--- src/rtl/knock_key_seq.sv ---
// Knock-sequence key engine: a programmed address sequence of qualified reads unlocks an LFSR keystream.
// Latency: state/idx/LFSR update on the strobe edge and are visible next cycle; dout/dout_oe are combinational.
// No backpressure: every qualified strobe is one step. Optional brute-force lockout under KNOCK_KEY_LOCKOUT_EN.
module knock_key_seq #(
  parameter int                      ADDR_W      = 4,
  parameter int                      STEPS       = 4,
  parameter logic [STEPS*ADDR_W-1:0] KEY         = 16'hC3A5,
  parameter logic [ADDR_W-1:0]       RELOCK_ADDR = 4'hF,
  parameter int                      STATE_W     = 6,
  parameter logic [STATE_W-1:0]      TAPS        = 6'h30,
  parameter logic [STATE_W-1:0]      SEED        = 6'h01,
  parameter logic [STATE_W-1:0]      OUT_MASK    = 6'h01,
  parameter int                      FAIL_LIMIT  = 8,
  localparam int                     IDX_W       = (STEPS > 1) ? $clog2(STEPS) : 1
) (
  input  logic              clk,
  input  logic              rst_n,
  input  logic              sel,
  input  logic              rd,
  input  logic              acc_stb,
  input  logic [ADDR_W-1:0] addr,
  output logic              dout,
  output logic              dout_oe,
  output logic              unlocked,
  output logic              lockout,
  output logic [IDX_W-1:0]  step_idx
);

  if (STEPS < 2 || SEED == '0 || FAIL_LIMIT < 1) begin : g_param_chk
    $error("knock_key_seq: STEPS must be >= 2, SEED nonzero, FAIL_LIMIT >= 1");
  end

  typedef enum logic [1:0] {S_LOCKED, S_UNLOCKED, S_LOCKOUT} state_t;

  state_t             r_state, w_state_nxt;
  logic [IDX_W-1:0]   r_idx, w_idx_nxt;
  logic [STATE_W-1:0] r_lfsr, w_lfsr_nxt;
  logic               w_acc;
  logic [ADDR_W-1:0]  w_key_cur;
  logic               w_hit_cur, w_hit_first, w_last_step;

  assign w_acc       = acc_stb & sel & rd;
  assign w_key_cur   = KEY[int'(r_idx)*ADDR_W +: ADDR_W];
  assign w_hit_cur   = (addr == w_key_cur);
  assign w_hit_first = (addr == KEY[ADDR_W-1:0]);
  assign w_last_step = (r_idx == IDX_W'(STEPS-1));

`ifdef KNOCK_KEY_LOCKOUT_EN
  localparam int FAIL_W = $clog2(FAIL_LIMIT+1);
  logic [FAIL_W-1:0] r_fail_cnt, w_fail_nxt;
`endif

  always_comb begin
    w_state_nxt = r_state;
    w_idx_nxt   = r_idx;
    w_lfsr_nxt  = r_lfsr;
`ifdef KNOCK_KEY_LOCKOUT_EN
    w_fail_nxt  = r_fail_cnt;
`endif
    case (r_state)
      S_LOCKED: begin
        w_lfsr_nxt = SEED;
        if (w_acc) begin
          if (w_hit_cur && w_last_step) begin
            w_state_nxt = S_UNLOCKED;
            w_idx_nxt   = '0;
`ifdef KNOCK_KEY_LOCKOUT_EN
            w_fail_nxt  = '0;
`endif
          end else if (w_hit_cur) begin
            w_idx_nxt = r_idx + IDX_W'(1);
          end else begin
            // A mismatching first-key address still counts as the start of a new attempt
            w_idx_nxt = w_hit_first ? IDX_W'(1) : '0;
`ifdef KNOCK_KEY_LOCKOUT_EN
            if (r_idx != '0) begin
              if (r_fail_cnt != FAIL_W'(FAIL_LIMIT))
                w_fail_nxt = r_fail_cnt + FAIL_W'(1);
              if (w_fail_nxt == FAIL_W'(FAIL_LIMIT)) begin
                w_state_nxt = S_LOCKOUT;
                w_idx_nxt   = '0;
              end
            end
`endif
          end
        end
      end
      S_UNLOCKED: begin
        if (w_acc) begin
          if (addr == RELOCK_ADDR) begin
            w_state_nxt = S_LOCKED;
            w_idx_nxt   = '0;
            w_lfsr_nxt  = SEED;
          end else begin
            w_lfsr_nxt = {r_lfsr[STATE_W-2:0], ^(r_lfsr & TAPS)};
          end
        end
      end
      S_LOCKOUT: ;
      default: begin
        w_state_nxt = S_LOCKED;
        w_idx_nxt   = '0;
        w_lfsr_nxt  = SEED;
      end
    endcase
  end

  always_ff @(posedge clk or negedge rst_n) begin
    if (!rst_n) begin
      r_state    <= S_LOCKED;
      r_idx      <= '0;
      r_lfsr     <= SEED;
`ifdef KNOCK_KEY_LOCKOUT_EN
      r_fail_cnt <= '0;
`endif
    end else begin
      r_state    <= w_state_nxt;
      r_idx      <= w_idx_nxt;
      r_lfsr     <= w_lfsr_nxt;
`ifdef KNOCK_KEY_LOCKOUT_EN
      r_fail_cnt <= w_fail_nxt;
`endif
    end
  end

  assign unlocked = (r_state == S_UNLOCKED);
`ifdef KNOCK_KEY_LOCKOUT_EN
  assign lockout  = (r_state == S_LOCKOUT);
`else
  assign lockout  = 1'b0;
`endif
  assign dout     = lockout ? 1'b0 : ^(r_lfsr & OUT_MASK);
  assign dout_oe  = sel & rd;
  assign step_idx = r_idx;

endmodule

--- config.mk ---
export PLATFORM = sky130hd
export DESIGN_NAME = knock_key_seq
export DESIGN_NICKNAME = d
export VERILOG_FILES = /design/src/rtl/knock_key_seq.sv
export SDC_FILE = /design/constraint.sdc
export NUM_CORES = 1
export LEC_CHECK = 0
export CAP_MARGIN = 20
export CORE_AREA = 3 3 40 42
export CTS_CLUSTER_SIZE = 10
export DETAILED_ROUTE_END_ITERATION = 7
export DIE_AREA = 0 0 43 45
export DONT_BUFFER_PORTS = 1
export HOLD_SLACK_MARGIN = 0.03
export PLACE_DENSITY = 0.47
export RECOVER_POWER = 25
export SYNTH_ARGS = -nofsm -noshare
export SYNTH_HDL_FRONTEND = slang
export SYNTH_SLANG_ARGS = --single-unit
--- constraint.sdc ---
create_clock -name clk -period 1.9 [get_ports clk]
set_input_delay 0.19 -clock clk [delete_from_list [all_inputs] [get_ports clk]]
set_output_delay 0.19 -clock clk [all_outputs]
set_load 0.02 [all_outputs]
==> insert_results.sql <==
INSERT INTO impl_metrics (metric_group, metric, value, unit) VALUES
('timing', 'layout_worst_path_cycle_share', '92.7', '%'),
('clock_tree', 'cts_made_buffers', '3', ''),
('yosys', 'synthAdderAreaFrac', '2.55', '%'),
('yosys', 'synth_compound_area_share', '22.2', '%'),
('layout', 'drive_above_1_share', '14.8', '%'),
('yosys', 'synth_enable_flop_cells', '0', ''),
('route', 'dr.first_iter.drc_count', '16', ''),
('clock_tree', 'root_driver', 'sky130_fd_sc_hd__clkbuf_4', ''),
('timing', 'period_minus_slack', '1.76', 'ns'),
('layout', 'final_nets', '65', ''),
('clock_tree', 'cts_tree', 'built', ''),
('power_and_ir_drop', 'power_switching', '0.0894', 'mW'),
('power_and_ir_drop', 'maximum_resistive_drop_on_vdd', '0.468', 'mV'),
('yosys', 'yosys_warnings', '0', ''),
('grt', 'antenna_found_initial', '0', ''),
('clock_tree', 'cts_num_sinks', '9', ''),
('status', 'status', 'finished clean', ''),
('yosys', 'ffs_w_async_s_r_synth', '100', '%'),
('power_and_ir_drop', 'power_density', '678', 'nW/µm²'),
('route', 'dr.pass1.iters', '4', ''),
('route', 'drt-vias-per-instance', '6.03', ''),
('floorplanning', 'floorplan.die.width', '43', 'µm'),
('timing', 'clock_skew', '0.00454', 'ns'),
('grt', 'global_route_wire_length_before_repair', '1610', 'µm'),
('layout', 'antenna_cells_inserted', '0', ''),
('timing', 'setup_tns', '0', 'ns'),
('power_and_ir_drop', 'design_power_total', '0.380', 'mW'),
('yosys', 'synth_top_family_by_area', 'compound AO/OA/AOI/OAI gates', ''),
('yosys', 'syn_area', '490', 'µm²'),
('floorplanning', 'fp.coreArea', '1280', 'µm²'),
('grt', 'grt_remaining_overflow', '0', ''),
('place', 'dp_worst_setup_slack', '0.139', 'ns'),
('critical_path', 'criticalPathCategory', 'register to register', ''),
('place', 'globalplace.congestion', '0.859', ''),
('yosys', 'synth.distinct_cells', '27', ''),
('power_and_ir_drop', 'share_comb_of_total_power', '10.7', '%'),
('critical_path', 'critPathRequiredTime', '2.06', 'ns'),
('route', 'routedWlPerCell', '15.3', 'µm'),
('clock_tree', 'cts_setup_buffers', '0', ''),
('route', 'drc', '0', ''),
('timing', 'final_critical_path_setup_slack', '0.139', 'ns'),
('clock_tree', 'cts-resized-gates', '0', ''),
('power_and_ir_drop', 'static-leakage-power', '0.236', 'nW'),
('floorplanning', 'fp.dieH', '45', 'µm'),
('job', 'cap_violations', '0', ''),
('clock_tree', 'cts_max_level', '1', ''),
('clock_tree', 'path_clk_slew', '0.05', 'ns'),
('route', 'num_vias', '416', ''),
('timing', 'max_clock_freq', '568', 'MHz'),
('layout', 'areaGrowthSynthToFinish', '14.3', '%'),
('power_and_ir_drop', 'pwr-share-seq', '52.3', '%'),
('critical_path', 'worstSetupStartpointType', 'register', ''),
('yosys', 'synth_fp_nets', '57', ''),
('yosys', 'synth-xor-area-share', '1.79', '%'),
('critical_path', 'cp.arrival', '1.92', 'ns'),
('floorplanning', 'initial_util', '38.2', '%'),
('power_and_ir_drop', 'intPower', '0.291', 'mW'),
('place', 'place.port_buffers', '0', ''),
('critical_path', 'cp_max_fo', '4', ''),
('timing', 'fin_worst_hold_slack', '0.123', 'ns'),
('grt', 'grt_usage', '11.4', '%'),
('yosys', 'synthMuxAreaShare', '2.04', '%'),
('yosys', 'synthesis.area_per_instance', '10.4', 'µm²'),
('floorplanning', 'cell_rows', '13', ''),
('place', 'post-dp-hpwl', '811', 'µm'),
('min_path', 'hold_path.class', 'input port to register', ''),
('yosys', 'synth_sequential_area_ratio', '46.2', '%'),
('yosys', 'synthCells', '47', ''),
('power_and_ir_drop', 'share_clk_of_total_power', '37.0', '%'),
('clock_tree', 'ctsLongestPathBuffers', '2', ''),
('timing', 'timing.final.max_slew_violations', '0', ''),
('yosys', 'ys.flop_type', 'sky130_fd_sc_hd__dfrtp_1', ''),
('yosys', 'synth-simple-area-share', '19.1', '%'),
('floorplanning', 'die_area', '1940', 'µm²'),
('floorplanning', 'boundaryPins', '15', ''),
('yosys', 'ys_ff_latch', '9', ''),
('layout', 'fillers', '120', ''),
('route', 'drtAntennaViolNets', '0', ''),
('critical_path', 'endpoint_kind', 'register', ''),
('route', 'final_wl', '1050', 'µm'),
('timing', 'finalHoldViolations', '0', ''),
('clock_tree', 'insertion_delay', '0.25', 'ns'),
('timing', 'setup_viol', '0', ''),
('power_and_ir_drop', 'swShare', '23.5', '%'),
('grt', 'grt_start_max_net_pins', '10', ''),
('timing', 'grt_setup_unrepaired', 'false', ''),
('grt', 'first_global_vias', '358', '');
## area by class of cell
class	count	area, µm²	area share, %
timing repair buffer	4	32.5	5.80
sequential	9	226	40.4
multi-input combinational	32	238	42.4
tap	15	18.8	3.35
inverter	5	18.8	3.35
clock buffer	4	26.3	4.69
## worst max-delay path, stage by stage, from the launching register on
cell and delay, ns:
sky130_fd_sc_hd__dfrtp_1 0.38, sky130_fd_sc_hd__ha_1 0.34, sky130_fd_sc_hd__or3b_1 0.38, sky130_fd_sc_hd__a221o_1 0.37, sky130_fd_sc_hd__o31ai_1 0.19
## per-stage QoR
stage / utilization (%) / std cells / cell area, µm²
after floorplan: - / 47 / 490
after global placement: 40.8 / 64 / 524
after detailed placement: 40.8 / 64 / 524
after CTS: 43.6 / 69 / 561
after global routing: 43.6 / 69 / 561
final: 43.6 / 69 / 561
## what timing repair did
item	in CTS	in global routing
endpoints found under the setup margin	0	0
hold endpoints to repair	9	0
hold buffers	1	0
## logic make-up after synthesis
group,count (synthesis)
buf+inv,6
other cells,1
mux,1
simple gates,14
xor+xnor,1
fa+ha+maj,1
compound gates,14
flops,9
## metal layers
layer	vias up	global-route usage (%)	routed length, µm
met5	-	0	0
met4	0	3.61	6
met3	2	5.18	100
met2	27	16.8	504
met1	193	14.9	442
li1	194	-	-
## sequential cells by signal, summed over array words and instances, names as in the netlist
signal	flops
r_state	1
r_lfsr	6
step_idx	2
## cell usage in the layout, fill, tap and decap left out, drive strengths merged
master / Yosys / layout
and4: 1 / 1
nand4: 2 / 2
xnor2: 1 / 1
a21oi: 2 / 2
clkbuf: 0 / 4
ha: 1 / 1
nor3: 2 / 2
mux2i: 1 / 1
inv: 5 / 5
nand3b: 2 / 2
o2111ai: 1 / 1
nor2: 1 / 1
nand3: 1 / 1
nor3b: 1 / 1
a221oi: 1 / 1
a22o: 5 / 5
and3: 1 / 1
or3b: 2 / 2
dfstp: 1 / 1
o32ai: 1 / 1
and2: 1 / 1
buf: 1 / 3
dlygate4sd3: 0 / 1
dfrtp: 8 / 8
a221o: 1 / 1
o22ai: 1 / 1
o21ai: 1 / 1
o31ai: 1 / 1
conb: 1 / 1
## path summary, 6_finish.rpt
check	cells after the start	from	endpoint	slack, ns
max	4	step_idx[0]	r_state[0]	0.14
min	2	addr[0]	step_idx[0]	0.12
max reg2reg	4	step_idx[0]	r_state[0]	0.14
min reg2reg	1	r_lfsr[2]	r_lfsr[3]	0.51
max in group asynchronous	1	rst_n	r_lfsr[0]	1.28
min in group asynchronous	1	rst_n	r_lfsr[4]	0.30
## synth_stat cells (all sizes together), types with 2 or more instances
cell type / number / area share, %
dfrtp: 8 / 41
a22o: 5 / 8.9
inv: 5 / 3.8
a21oi: 2 / 2.0
nand3b: 2 / 3.1
nand4: 2 / 2.6
nor3: 2 / 2.0
or3b: 2 / 3.6
## power groups by stage
stage	clock (mW)	combinational, mW	sequential, mW
after floorplan	0	0.0248	0.205
after global placement	0	0.0338	0.202
after detailed placement	0	0.0353	0.202
after CTS	0.149	0.0406	0.199
after global routing	0.158	0.0447	0.199
final	0.141	0.0406	0.199
Power figures use the tool's default switching activity.
